$ cat src/rtl/tft_init_sequencer.sv
// TFT panel power-up sequencer: pulses the panel reset, then streams the
// init ROM to the SPI serializer with millisecond pauses at fixed indices.
//
// Ports:
//   CLK, RST_N        clock, asynchronous active-low reset
//   start             one-cycle pulse, accepted in IDLE or DONE
//   rom_addr          synchronous ROM address (data returns next cycle)
//   rom_data          ROM word {RS, data[15:0]}
//   spi_valid/ready   handshake towards the serializer
//   spi_rs, spi_data  word being offered, stable while spi_valid is high
//   cs_n, tft_rst_n   panel chip select and hardware reset
//   busy, done        status: sequencing / finished (GRAM-write mode)

module tft_init_sequencer #(
    parameter int unsigned TICK_CYCLES = 100000,
    parameter int unsigned ROM_DEPTH   = 104,
    parameter int unsigned START_IDX   = 1,
    parameter int unsigned RST_LOW_MS  = 10,
    parameter int unsigned RST_WAIT_MS = 50,
    parameter int unsigned D0_IDX      = 11,
    parameter int unsigned D0_MS       = 40,
    parameter int unsigned D1_IDX      = 21,
    parameter int unsigned D1_MS       = 10,
    parameter int unsigned D2_IDX      = 23,
    parameter int unsigned D2_MS       = 50,
    parameter int unsigned D3_IDX      = 87,
    parameter int unsigned D3_MS       = 50
) (
    input  logic        CLK,
    input  logic        RST_N,
    input  logic        start,
    output logic [6:0]  rom_addr,
    input  logic [16:0] rom_data,
    output logic        spi_valid,
    output logic        spi_rs,
    output logic [15:0] spi_data,
    input  logic        spi_ready,
    output logic        cs_n,
    output logic        tft_rst_n,
    output logic        busy,
    output logic        done
);

    function automatic int unsigned umax(input int unsigned a,
                                         input int unsigned b);
        return (a > b) ? a : b;
    endfunction

    localparam int unsigned MS_MAX =
        umax(umax(umax(RST_LOW_MS, RST_WAIT_MS), umax(D0_MS, D1_MS)),
             umax(D2_MS, D3_MS));
    localparam int unsigned MSW = (MS_MAX < 2) ? 1 : $clog2(MS_MAX + 1);
    localparam int unsigned PW  = (TICK_CYCLES < 2) ? 1
                                                    : $clog2(TICK_CYCLES);

    localparam logic [PW-1:0]  TICK_LAST = PW'(TICK_CYCLES - 1);
    localparam logic [6:0]     LAST_IDX  = 7'(ROM_DEPTH - 1);
    localparam logic [6:0]     FIRST_IDX = 7'(START_IDX);
    localparam logic [MSW-1:0] LOW_MS    = MSW'(RST_LOW_MS);
    localparam logic [MSW-1:0] WAIT_MS   = MSW'(RST_WAIT_MS);

    localparam logic [6:0] D_IDX [4] = '{
        7'(D0_IDX), 7'(D1_IDX), 7'(D2_IDX), 7'(D3_IDX)
    };
    localparam logic [MSW-1:0] D_MS [4] = '{
        MSW'(D0_MS), MSW'(D1_MS), MSW'(D2_MS), MSW'(D3_MS)
    };

    typedef enum logic [2:0] {
        IDLE,
        HW_RST,
        RST_WAIT,
        FETCH,
        LOAD,
        SEND,
        DELAY,
        DONE
    } state_t;

    state_t          state_q, state_d;
    logic [6:0]      idx_q, idx_d;
    logic [PW-1:0]   pre_q, pre_d;
    logic [MSW-1:0]  ms_q, ms_d;
    logic [MSW-1:0]  dly_q, dly_d;
    logic [3:0]      served_q, served_d;
    logic            spi_valid_q, spi_valid_d;
    logic            spi_rs_q, spi_rs_d;
    logic [15:0]     spi_data_q, spi_data_d;
    logic            cs_n_q, cs_n_d;
    logic            tft_rst_n_q, tft_rst_n_d;
    logic            busy_q, busy_d;
    logic            done_q, done_d;

    logic            timed;
    logic            tick;
    logic            ms_end;
    logic [MSW-1:0]  target;
    logic [MSW:0]    ms_nx;
    logic            hit;
    logic [1:0]      hit_k;
    logic [MSW-1:0]  hit_ms;

    always_comb begin
        state_d     = state_q;
        idx_d       = idx_q;
        pre_d       = pre_q;
        ms_d        = ms_q;
        dly_d       = dly_q;
        served_d    = served_q;
        spi_valid_d = spi_valid_q;
        spi_rs_d    = spi_rs_q;
        spi_data_d  = spi_data_q;
        cs_n_d      = cs_n_q;

        timed = (state_q == HW_RST) || (state_q == RST_WAIT) ||
                (state_q == DELAY);
        tick  = timed && (pre_q == TICK_LAST);

        unique case (state_q)
            HW_RST:   target = LOW_MS;
            RST_WAIT: target = WAIT_MS;
            DELAY:    target = dly_q;
            default:  target = '0;
        endcase

        // Last tick of the state: this tick completes the N-th ms.
        ms_nx  = {1'b0, ms_q} + {{MSW{1'b0}}, 1'b1};
        ms_end = tick && (ms_nx >= {1'b0, target});

        // First enabled, not yet served delay at this index wins.
        hit    = 1'b0;
        hit_k  = 2'd0;
        hit_ms = '0;
        for (int k = 0; k < 4; k++) begin
            if (!hit && idx_q == D_IDX[k] && D_MS[k] != '0 &&
                !served_q[k]) begin
                hit    = 1'b1;
                hit_k  = 2'(k);
                hit_ms = D_MS[k];
            end
        end

        unique case (state_q)
            IDLE: begin
                if (start) state_d = HW_RST;
            end
            HW_RST: begin
                if (ms_end) state_d = RST_WAIT;
            end
            RST_WAIT: begin
                if (ms_end) begin
                    state_d = FETCH;
                    idx_d   = FIRST_IDX;
                end
            end
            FETCH: begin
                if (hit) begin
                    state_d         = DELAY;
                    served_d[hit_k] = 1'b1;
                    dly_d           = hit_ms;
                end else begin
                    state_d  = LOAD;
                    served_d = '0;
                end
            end
            LOAD: begin
                spi_rs_d    = rom_data[16];
                spi_data_d  = rom_data[15:0];
                spi_valid_d = 1'b1;
                state_d     = SEND;
            end
            SEND: begin
                if (spi_ready) begin
                    spi_valid_d = 1'b0;
                    if (idx_q == LAST_IDX) begin
                        state_d = DONE;
                    end else begin
                        idx_d   = idx_q + 7'd1;
                        state_d = FETCH;
                    end
                end
            end
            DELAY: begin
                if (ms_end) state_d = FETCH;
            end
            DONE: begin
                if (start) state_d = HW_RST;
            end
            default: state_d = IDLE;
        endcase

        // Timebase restarts on every state entry.
        if (state_d != state_q) begin
            pre_d = '0;
            ms_d  = '0;
        end else if (timed) begin
            pre_d = tick ? '0 : pre_q + PW'(1);
            ms_d  = tick ? ms_q + MSW'(1) : ms_q;
        end

        // cs_n drops with the first SEND and rises only for resets/pauses.
        unique case (state_d)
            HW_RST, DELAY: cs_n_d = 1'b1;
            SEND, DONE:    cs_n_d = 1'b0;
            default:       cs_n_d = cs_n_q;
        endcase

        tft_rst_n_d = (state_d != HW_RST);
        busy_d      = (state_d != IDLE) && (state_d != DONE);
        done_d      = (state_d == DONE);
    end

    always_ff @(posedge CLK or negedge RST_N) begin
        if (!RST_N) begin
            state_q     <= IDLE;
            idx_q       <= '0;
            pre_q       <= '0;
            ms_q        <= '0;
            dly_q       <= '0;
            served_q    <= '0;
            spi_valid_q <= 1'b0;
            spi_rs_q    <= 1'b0;
            spi_data_q  <= '0;
            cs_n_q      <= 1'b1;
            tft_rst_n_q <= 1'b1;
            busy_q      <= 1'b0;
            done_q      <= 1'b0;
        end else begin
            state_q     <= state_d;
            idx_q       <= idx_d;
            pre_q       <= pre_d;
            ms_q        <= ms_d;
            dly_q       <= dly_d;
            served_q    <= served_d;
            spi_valid_q <= spi_valid_d;
            spi_rs_q    <= spi_rs_d;
            spi_data_q  <= spi_data_d;
            cs_n_q      <= cs_n_d;
            tft_rst_n_q <= tft_rst_n_d;
            busy_q      <= busy_d;
            done_q      <= done_d;
        end
    end

    assign rom_addr  = idx_q;
    assign spi_valid = spi_valid_q;
    assign spi_rs    = spi_rs_q;
    assign spi_data  = spi_data_q;
    assign cs_n      = cs_n_q;
    assign tft_rst_n = tft_rst_n_q;
    assign busy      = busy_q;
    assign done      = done_q;

endmodule

$ cat config.mk
export PLATFORM = sky130hd
export DESIGN_NAME = tft_init_sequencer
export DESIGN_NICKNAME = d
export VERILOG_FILES = /design/src/rtl/tft_init_sequencer.sv
export SDC_FILE = /design/constraint.sdc
export NUM_CORES = 1
export LEC_CHECK = 0
export CAP_MARGIN = 10
export CORE_ASPECT_RATIO = 0.7
export CORE_MARGIN = 5
export CORE_UTILIZATION = 50
export DETAILED_ROUTE_END_ITERATION = 10
export PLACE_DENSITY = 0.81
export SKIP_LAST_GASP = 1
export SYNTH_ARGS = -nofsm -noshare
export SYNTH_HDL_FRONTEND = slang
export SYNTH_SLANG_ARGS = --single-unit
$ cat constraint.sdc
create_clock -name CLK -period 2.47 [get_ports CLK]
set_input_delay 0.247 -clock CLK [delete_from_list [all_inputs] [get_ports CLK]]
set_output_delay 0.247 -clock CLK [all_outputs]
set_load 0.005 [all_outputs]
==> run metrics, run 1 <==
register area share after synthesis=44.6%; cell taking the most area after synthesis=dfrtp_1; Max Fclk=390 MHz; Final Cycle Share=104%; Clock Tree Buf Depth=2; Vias/cell=5.60; most frequent cells after synthesis=dfrtp_1 (61), nand2_1 (34), nor2_1 (22); VDD IR-drop max=0.318 mV; CP Capture Type=register; Most used DFF post-synth=dfrtp_1; Max-slew headroom=62.7%; I/O Buffers=49; PwrDens=460 nW/um^2; syn_nets=376; Netlist cell types=68; CORE AREA=6820 um^2; HP Class=primary input to async pin; Synth Register Bits=63; drt first pass iters=4; warning count from the yosys run=0; aggregate global routing overflow=0; met2 wire length=3950 um; most common cell in the synthesized netlist=dfrtp_1; Max Transition Viols Final=0; ys async rst share=100%; Worst EP required=2740 ps; total track usage=19.7%; initial antenna violation count=0; synthesized instance count=347; vias in the first global route=2949; Root Driver=clkbuf_8; status=finished with violations; Worst-Skew Late Latency=340 ps; first-pass GRT wire length=14100 um; effective utilization at floorplan=52.0%; Synth top area share=43.1%; startpoint type of the worst setup path=register; min Tclk post-route=2570 ps; fin util=68.7%; CP cell instances=ha_2 -> and3_4 -> xor2_1 -> ha_1 -> nand3_1 -> nand2_2 -> o311ai_4 -> mux2i_1 -> o32a_1 -> buf_12 -> nor2_2; DRC viols=0; Final Setup Violations=14; CP arrival=2830 ps; clock transition at the registers of the reported paths=70 ps; num ports=50; DIE HEIGHT=80.4 um; Post-synth EDFFs=0; Placer Congestion=0.938; Synth Cell Area=3540 um^2; Final nets=463; measured slew at the worst slew-check pin=559 ps; M1 wire length=3970 um; Core Rows=25; maximum fanout along the worst path=10; Slowest Stage Delay on Critical Path=420 ps; DRT iter0 DRCs=128; skew final=9.65 ps; highest metal used=met4; CTS sink count=63; die width=111 um; Area Overhead vs Synth=32.2%; final hold violations=0; Lkg Pwr=2.05 nW; TritonCTS buffer count=9; setup ws final=-95.4 ps; CP max-delay cell=dfrtp_1; H-tree depth=3; Final Routed Wirelength=8490 um; Synth Area per Inst=10.2 um^2; max cap viols=0; Die ar.=8900 um^2; failing checks=setup timing; kind of critical path=register to register; routed len/inst=15.9 um; antenna-violating nets left=0; CTS tree=built; layout cells sized above 1=28.5%; via count=2986; # diodes=0; synth top area cells=dfrtp_1 (43%), mux2_2 (5.4%), nand2_1 (3.6%), ha_1 (2.8%), xor2_1 (2.5%); met3 WL post-DR=518 um; RSZ-0062 raised after global routing=true; Final HPWL DP=6000 um; Overall Power=2.16 mW; largest net degree at the start of global routing=64; WP buf/inv=1; cell family with the largest share of critical-path delay=compound AO/OA/AOI/OAI gates; pre-CTS WS=-95.3 ps
==> flip-flops by register name, summed over array words and instances (netlist names), 3 cells and up <==
signal	cells
pre_q	17
spi_data	16
rom_addr	7
ms_q	6
dly_q	4
served_q	4
state_q	3
==> worst reg2reg max path, cell delays in order, from the launching register on <==
cell and delay (ps):
dfrtp_1 420, ha_2 200, and3_4 190, xor2_1 150, ha_1 340, nand3_1 100, nand2_2 70, o311ai_4 300
mux2i_1 110, o32a_1 340, buf_12 170, nor2_2 110
==> layout make-up <==
| cell class | count | area [um^2] |
|---|---|---|
| timing repair buffer | 90 | 825 |
| clock inverter | 6 | 61.3 |
| clock buffer | 10 | 128 |
| fill | 532 | 2140 |
| multi-input combinational | 265 | 1950 |
| inverter | 5 | 18.8 |
| tap | 94 | 118 |
| sequential | 63 | 1580 |
==> power breakdown <==
part	internal [mW]	switching (mW)
Clock	0.462	0.400
Combinational	0.0943	0.0868
Sequential	1.07	0.0445
Total	1.62	0.531
==> per-stage QoR <==
step	TNS (ps)	hold slack, ps	cells	area, um^2
global route	-3240	480	533	4680
CTS	-554	448	531	4600
detailed placement	-845	288	512	4350
finish	-979	456	533	4680
global placement	-302	286	512	4350
floorplan	-690	-48.6	347	3560
==> cell usage in the layout, fill, tap and decap left out, drive strengths merged, types with 4 or more instances in the layout <==
master | synthesis | layout
nor2b | 5 | 5
a31oi | 6 | 6
nor3b | 4 | 4
o21ai | 26 | 26
buf | 11 | 41
nor3 | 4 | 4
inv | 5 | 5
nor2 | 32 | 32
a21oi | 13 | 13
dfrtp | 61 | 61
and2 | 9 | 9
a21o | 4 | 4
o31ai | 7 | 7
ha | 8 | 8
and3 | 11 | 11
mux2 | 17 | 17
clkinv | 0 | 4
nand2 | 35 | 35
nand4 | 7 | 7
clkdlybuf4s50 | 0 | 48
clkbuf | 3 | 10
nand2b | 4 | 4
xor2 | 10 | 10
nand3 | 14 | 14
or3 | 6 | 6
==> timing repair <==
action                                 in CTS  in global routing
gates cloned                                0                  0
hold buffers                                1                  0
resized for setup                           8                 11
setup buffers                               2                  3
endpoints found under the hold margin      61                  0
pin swaps                                   4                  6
setup endpoints to repair                  14                 21
==> metal layers <==
layer	vias to the layer above	GRT usage, %
li1	1435	-
met1	1470	26.2
met2	76	30.6
met3	5	6.10
met4	0	7.13
met5	-	0
==> worst paths after layout <==
path / from / endpoint / slack (ps) / depth (start not counted)
setup / recovery: ms_q[0] / ms_q[1] / -100 / 11
hold / removal: RST_N / pre_q[0] / 460 / 3
setup reg to reg: ms_q[0] / ms_q[1] / -100 / 11
hold reg to reg: spi_valid / spi_valid / 480 / 1
max in group asynchronous: RST_N / tft_rst_n / 1710 / 3
min in group CLK: spi_valid / spi_valid / 480 / 1
==> cell families after synthesis <==
| logic type | share of synthesized area (%) |
|---|---|
| AO/OA/AOI/OAI | 16.0 |
| XOR/XNOR | 3.21 |
| adder cells (fa/ha/maj) | 2.82 |
| buffers and inverters | 3.60 |
| flip-flops | 44.6 |
| multiplexers | 6.25 |
| AND/OR/NAND/NOR | 23.5 |
No activity file was read; power rests on OpenSTA's default activity.
==> inputs of run 2 (changes only) <==
--- a/config.mk
+++ b/config.mk
@@ -8,9 +8,10 @@
 export CAP_MARGIN = 10
 export CORE_ASPECT_RATIO = 0.7
 export CORE_MARGIN = 5
-export CORE_UTILIZATION = 50
+export CORE_UTILIZATION = 45
 export DETAILED_ROUTE_END_ITERATION = 10
-export PLACE_DENSITY = 0.81
+export PLACE_DENSITY = 0.74
+export SETUP_SLACK_MARGIN = 0.2
 export SKIP_LAST_GASP = 1
 export SYNTH_ARGS = -nofsm -noshare
 export SYNTH_HDL_FRONTEND = slang
==> run 2 against run 1 <==
Net effect:
- the run still ends with setup timing left
- flip-flop and latch count did not move
- clock skew fell by 3.4 ps
- routed wire length rose by 0.24%
- clock power rose by 60%
- sequential power barely moved
- hold slack got worse by 1.0 ps
- maximum frequency rose by 0.41%
- final cell count rose by 0.75%
- final area rose by 3.5%
- first-iteration DRC count rose by 74%
- non-clock buffer count fell by 3
- critical path type unchanged
- highest routed layer unchanged
==> run metrics, run 2 (synthesis gave the netlist of run 1 again) <==
measured slew at the worst slew-check pin=528 ps (-31.8 ps); via count=2969 (-0.57%); Worst EP required=2740 ps (about the same); first-pass GRT wire length=14600 um (+3.6%); initial antenna violation count=0 (unchanged); Switching Fraction=21.3% (-3.3 points); CP arrival=2820 ps (about the same); Internal=2.10 mW (+29%); layout cells sized above 1=29.4% (+0.88 points); Root Driver=clkbuf_16; TritonCTS buffer count=9 (unchanged); DRT iter0 DRCs=223 (+74%); antenna-violating nets left=0 (unchanged); num ports=50 (unchanged); total track usage=18.8% (-0.95 points); CTS sink count=63 (unchanged); pre-CTS WS=-31.2 ps (+64.1 ps); Final nets=460 (-0.65%); Psw=0.569 mW (+7.1%); Final Cycle Share=103% (-0.42 points); post-layout instance area=4850 um^2 (+3.5%); I/O Buffers=49 (unchanged); maximum fanout along the worst path=10 (unchanged); clock network power share=51.6% (+12 points); DRC viols=0 (unchanged); Max Fclk=391 MHz (+0.41%); cell count of the worst reg-to-reg path=10 (-1); die width=116 um (+4.9%); Area Overhead vs Synth=36.8%; final hold violations=0 (unchanged); Core Rows=27 (+8.0%); Comb pwr share=6.5% (-1.9 points); DIE HEIGHT=84.2 um (+4.7%); setup_tns=-906 ps (+72.9 ps); clock transition at the registers of the reported paths=50 ps (-20 ps); setup ws final=-85.0 ps (+10.4 ps); commonest non-fill, non-tap cell in the layout=dfrtp_1; Reg power frac=41.9% (-9.7 points); Max-slew headroom=64.8% (+2.1 points); Max Transition Viols Final=0 (unchanged); Placement Cell Area=4350 um^2 (unchanged); R2R setup slack=-80 ps (about the same); skew final=6.21 ps (-3.44 ps); RR Endpoint=ms_q[4]; HP Class=primary input to async pin; kind of critical path=register to register; Vias/cell=5.53 (-1.3%); RSZ-0062 raised after global routing=true; drt first pass iters=5 (+1); Final Routed Wirelength=8510 um (+0.24%); Lkg Pwr=2.09 nW (+2.2%); CP Capture Type=register; Worst-Skew Late Latency=330 ps (about the same); largest net degree at the start of global routing=64 (unchanged); CTS tree=built; vias in the first global route=2927 (-0.75%); Clock Tree Buf Depth=2 (unchanged); min Tclk post-route=2550 ps (-10.4 ps); routed len/inst=15.8 um (-0.51%); # diodes=0 (unchanged); VDD IR-drop max=0.453 mV (+42%); effective utilization at floorplan=45.6% (-6.4 points); H-tree depth=3 (unchanged); status=finished with violations; max cap viols=0 (unchanged); Placer Congestion=0.852 (-9.1%); fin util=62.4% (-6.3 points); aggregate global routing overflow=0 (unchanged); CORE AREA=7770 um^2 (+14%); Final Setup Violations=14 (unchanged); commonest non-fill, non-tap cells in the layout=dfrtp_1 (59), clkdlybuf4s50_1 (48), nand2_1 (33), buf_4 (30); number of flip-flops in the largest register=17 (unchanged); startpoint type of the worst setup path=register; origin of the critical flop-to-flop path=state_q[2]; failing checks=setup timing; Final HPWL DP=5900 um (-1.7%); Biggest register=pre_q; Die ar.=9780 um^2 (+9.9%); PwrDens=550 nW/um^2 (+20%)
[run 2: cell count changes in the layout (fill, tap and decap cells not counted), sizes merged]
cell	previous run	this run
bufinv	1	2
clkinv	4	1
clkinvlp	1	0
buf	41	38
clkbuf	10	13
[run 2: power by group through the flow]
stage / Combinational [mW] / Sequential, mW / Clock, mW
global placement: 0.165 / 1.13 / 0
finish: 0.173 / 1.12 / 1.38
CTS: 0.173 / 1.12 / 1.41
floorplan: 0.0925 / 1.12 / 0
detailed placement: 0.170 / 1.13 / 0
global route: 0.194 / 1.12 / 1.46
[run 2: critical path, stage by stage (launching register included)]
cell and delay (ps):
dfrtp_2 450, or3b_2 470, nand2_1 80, ha_1 220
nand2_1 70, a31oi_2 110, o311ai_4 320, mux2i_1 110
o32a_1 400, buf_12 160, nor2_2 100
[run 2: how the worst max path moves through the flow]
stage | startpoint | end | slack, ps | cells after the start
2_1_floorplan | ms_q[2] | pre_q[1] | -70 | 11
6_report | state_q[2] | ms_q[4] | -80 | 10
3_5_place_dp | ms_q[0] | cs_n | -30 | 11
3_3_place_gp | ms_q[0] | cs_n | 10 | 11
5_1_grt | ms_q[1] | ms_q[5] | -180 | 11
4_1_cts | ms_q[1] | ms_q[4] | -60 | 11
[run 2: stage by stage]
step	std cells	hold slack [ps]	power, mW
final	537	455	2.67
after global placement	517	290	1.30
after detailed placement	517	292	1.30
after CTS	536	463	2.69
after floorplan	347	-48.6	1.21
after global routing	537	499	2.78
[run 2: timing repair]
item | 4_1_cts | 5_1_grt
gates resized for setup | 15 | 18
hold endpoints to repair | 61 | 0
hold buffers | 1 | 0
endpoints found under the setup margin | 27 | 34
buffers inserted | 2 | 1
pin swaps | 6 | 7
[run 2: area by class of cell]
| cell class | count | area, um^2 |
|---|---|---|
| clock buffer | 13 | 260 |
| clock inverter | 3 | 65.1 |
| fill | 637 | 2920 |
| inverter | 5 | 18.8 |
| multi-input combinational | 265 | 1980 |
| sequential | 63 | 1580 |
| tap | 101 | 126 |
| timing repair buffer | 87 | 817 |
[run 2: metal layers]
metal / up-vias / track usage, % / wire, um
li1: 1433 / - / -
met1: 1414 / 26.1 / 3830
met2: 111 / 25.5 / 3660
met3: 11 / 9.01 / 898
met4: 0 / 6.32 / 116
met5: - / 0 / 0
==> inputs of run 3 (changes only) <==
--- a/config.mk
+++ b/config.mk
@@ -5,12 +5,13 @@
 export SDC_FILE = /design/constraint.sdc
 export NUM_CORES = 1
 export LEC_CHECK = 0
+export ABC_CLOCK_PERIOD_IN_PS = 3000
 export CAP_MARGIN = 10
 export CORE_ASPECT_RATIO = 0.7
 export CORE_MARGIN = 5
 export CORE_UTILIZATION = 45
 export DETAILED_ROUTE_END_ITERATION = 10
-export PLACE_DENSITY = 0.74
+export PLACE_DENSITY = 0.72
 export SETUP_SLACK_MARGIN = 0.2
 export SKIP_LAST_GASP = 1
 export SYNTH_ARGS = -nofsm -noshare
==> constraint.sdc (replaced) <==
create_clock -name CLK -period 3 [get_ports CLK]
set_input_delay 0.3 -clock CLK [delete_from_list [all_inputs] [get_ports CLK]]
set_output_delay 0.3 -clock CLK [all_outputs]
set_load 0.005 [all_outputs]
==> run 3 against run 2 <==
Net effect:
- the flow now finishes without violations
- non-clock buffer count is 20 lower
- setup slack better by 450 ps
- final cell count fell by 3.7%
- clock skew down 1.1 ps
- sequential power is 18% lower
- hold slack worse by 13 ps
- core utilization shrank 4.0 points
- routed wire length shrank 7.4%
- register-to-register slack gained 450 ps
- first-iteration DRC count is 16% lower
- largest cell class unchanged
==> run metrics, run 3 (synthesis gave the netlist of run 1 again) <==
status=complete, no violations; antenna-violating nets left=0 (unchanged); Reg area=1580 um^2 (-0.16%); Worst EP required=3220 ps (+480 ps); number of flip-flops in the largest register=17 (unchanged); CTS tree=built; CP Capture Type=register; Comb pwr share=6.3% (-0.2 points); clock network power share=51.4% (-0.2 points); min Tclk post-route=2630 ps (+75.7 ps); TritonCTS buffer count=9 (unchanged); origin of the critical flop-to-flop path=ms_q[2]; commonest non-fill, non-tap cell in the layout=dfrtp_1; kind of critical path=register to register; HP Class=primary input to async pin; CTS sink count=63 (unchanged); Root Driver=clkbuf_16; Die ar.=9780 um^2 (unchanged); Clock Tree Buf Depth=2 (unchanged); effective utilization at floorplan=45.6% (unchanged); num ports=50 (unchanged); Final HPWL DP=5730 um (-2.9%); DRC viols=0 (unchanged); CP startpoint=ms_q[2]; Internal=1.68 mW (-20%); maximum fanout along the worst path=4 (-6); initial antenna violation count=0 (unchanged); # diodes=0 (unchanged); I/O Buffers=49 (unchanged); final hold violations=0 (unchanged); first-pass GRT wire length=13500 um (-7.6%); Placer Congestion=0.848 (-0.48%); PwrDens=478 nW/um^2 (-13%); commonest non-fill, non-tap cells in the layout=dfrtp_1 (61), clkdlybuf4s50_1 (48), nand2_1 (34), nor2_1 (22); Max-slew headroom=64.1% (-0.70 points); CP arrival=2850 ps (+30 ps); Psw=0.491 mW (-14%); Final nets=440 (-4.3%); vias in the first global route=2780 (-5.0%); DIE HEIGHT=84.2 um (unchanged); skew final=5.08 ps (-1.13 ps); RR Endpoint=done; aggregate global routing overflow=0 (unchanged); setup_tns=0 ps (+906 ps); measured slew at the worst slew-check pin=538 ps (+10.5 ps); Filler cells=651 (+2.2%); Worst-Skew Late Latency=330 ps (about the same); H-tree depth=3 (unchanged); Final Routed Wirelength=7880 um (-7.4%); die width=116 um (unchanged); Core Rows=27 (unchanged); Reg power frac=42.4% (+0.5 points); routed len/inst=15.2 um (-3.8%); max cap viols=0 (unchanged); post-layout instance area=4540 um^2 (-6.4%); clock transition at the registers of the reported paths=50 ps (about the same); cell count of the worst reg-to-reg path=11 (+1); Lkg Pwr=1.97 nW (-6.1%); Area Overhead vs Synth=28.1%; drt first pass iters=4 (-1); largest net degree at the start of global routing=26 (-59%); RSZ-0062 raised after global routing=false; via count=2832 (-4.6%); Max Fclk=380 MHz (-2.9%); CORE AREA=7770 um^2 (unchanged); Vias/cell=5.48 (-0.92%); Max Transition Viols Final=0 (unchanged); area occupied by multi-input gates=1860 um^2 (-5.8%); Final Cycle Share=87.7% (-16 points); Final Setup Violations=0 (-14); Switching Fraction=22.6% (+1.3 points); VDD IR-drop max=0.458 mV (+0.97%); Post-Layout Cell Count=517 (-3.7%); Placement Cell Area=4140 um^2 (-5.0%); R2R setup slack=370 ps (+450 ps); Cells after DPL=495 (-4.3%); Biggest register=pre_q; DRT iter0 DRCs=187 (-16%); startpoint type of the worst setup path=register; total track usage=17.2% (-1.6 points); layout cells sized above 1=21.2% (-8.2 points)
-- run 3: changes by cell type in the layout (fill, tap and decap cells not counted), moves of 4 or more --
cell     before  now
buf_4        30   16
nor2_1       17   22
and3_4        4    0
and3_1        7   11
buf_6         5    1
a21oi_1       8   12
-- run 3: worst max-delay path, cell delays in order, from the launching register on --
cell	delay, ps
dfrtp_1	390
and3_1	210
and3_1	200
xor2_1	140
ha_1	330
a21oi_1	140
nand2_1	100
o311ai_4	300
buf_6	180
mux2i_4	250
nor2_1	100
and3_1	180
-- run 3: through the flow --
stage	setup slack (ps)	hold slack, ps	power [mW]	util, %
global route	191	502	2.25	58.4
finish	369	442	2.17	58.4
detailed placement	257	264	1.07	53.2
global placement	331	272	1.06	53.2
floorplan	356	4.41	0.994	-
CTS	243	453	2.19	57.5
-- run 3: power groups by stage --
| stage | sequential, mW | clock [mW] | combinational (mW) |
|---|---|---|---|
| finish | 0.919 | 1.11 | 0.136 |
| global route | 0.924 | 1.17 | 0.153 |
| CTS | 0.917 | 1.14 | 0.137 |
| detailed placement | 0.931 | 0 | 0.135 |
| global placement | 0.932 | 0 | 0.131 |
| floorplan | 0.920 | 0 | 0.0750 |
-- run 3: timing repair --
action	in CTS	in global routing
resized for setup	0	7
endpoints found under the setup margin	0	15
hold endpoints to repair	18	0
hold buffers	1	0
buffers inserted	0	5
-- run 3: cell type report --
cell class,instances,area share [%]
sequential,63,34.8
clock buffer,9,4.96
inverter,5,0.414
timing repair buffer,67,13.8
tap,101,2.78
clock inverter,7,2.15
multi-input combinational,265,41.1
-- run 3: routing by layer --
layer  vias to the layer above  track usage [%]  part of all wire [%]
met5                         -                0                     0
met4                         0             4.43                  0.80
met3                         6             6.84                   9.2
met2                        91             24.7                    43
met1                      1343             24.1                    47
li1                       1392                -                     -
-- run 3: how the worst max path moves through the flow --
stage | to | slack (ps) | cells after the start
2_1_floorplan | pre_q[1] | 360 | 12
3_3_place_gp | done | 330 | 11
3_5_place_dp | ms_q[2] | 260 | 10
4_1_cts | rom_addr[0] | 240 | 11
5_1_grt | done | 190 | 11
6_report | done | 370 | 11
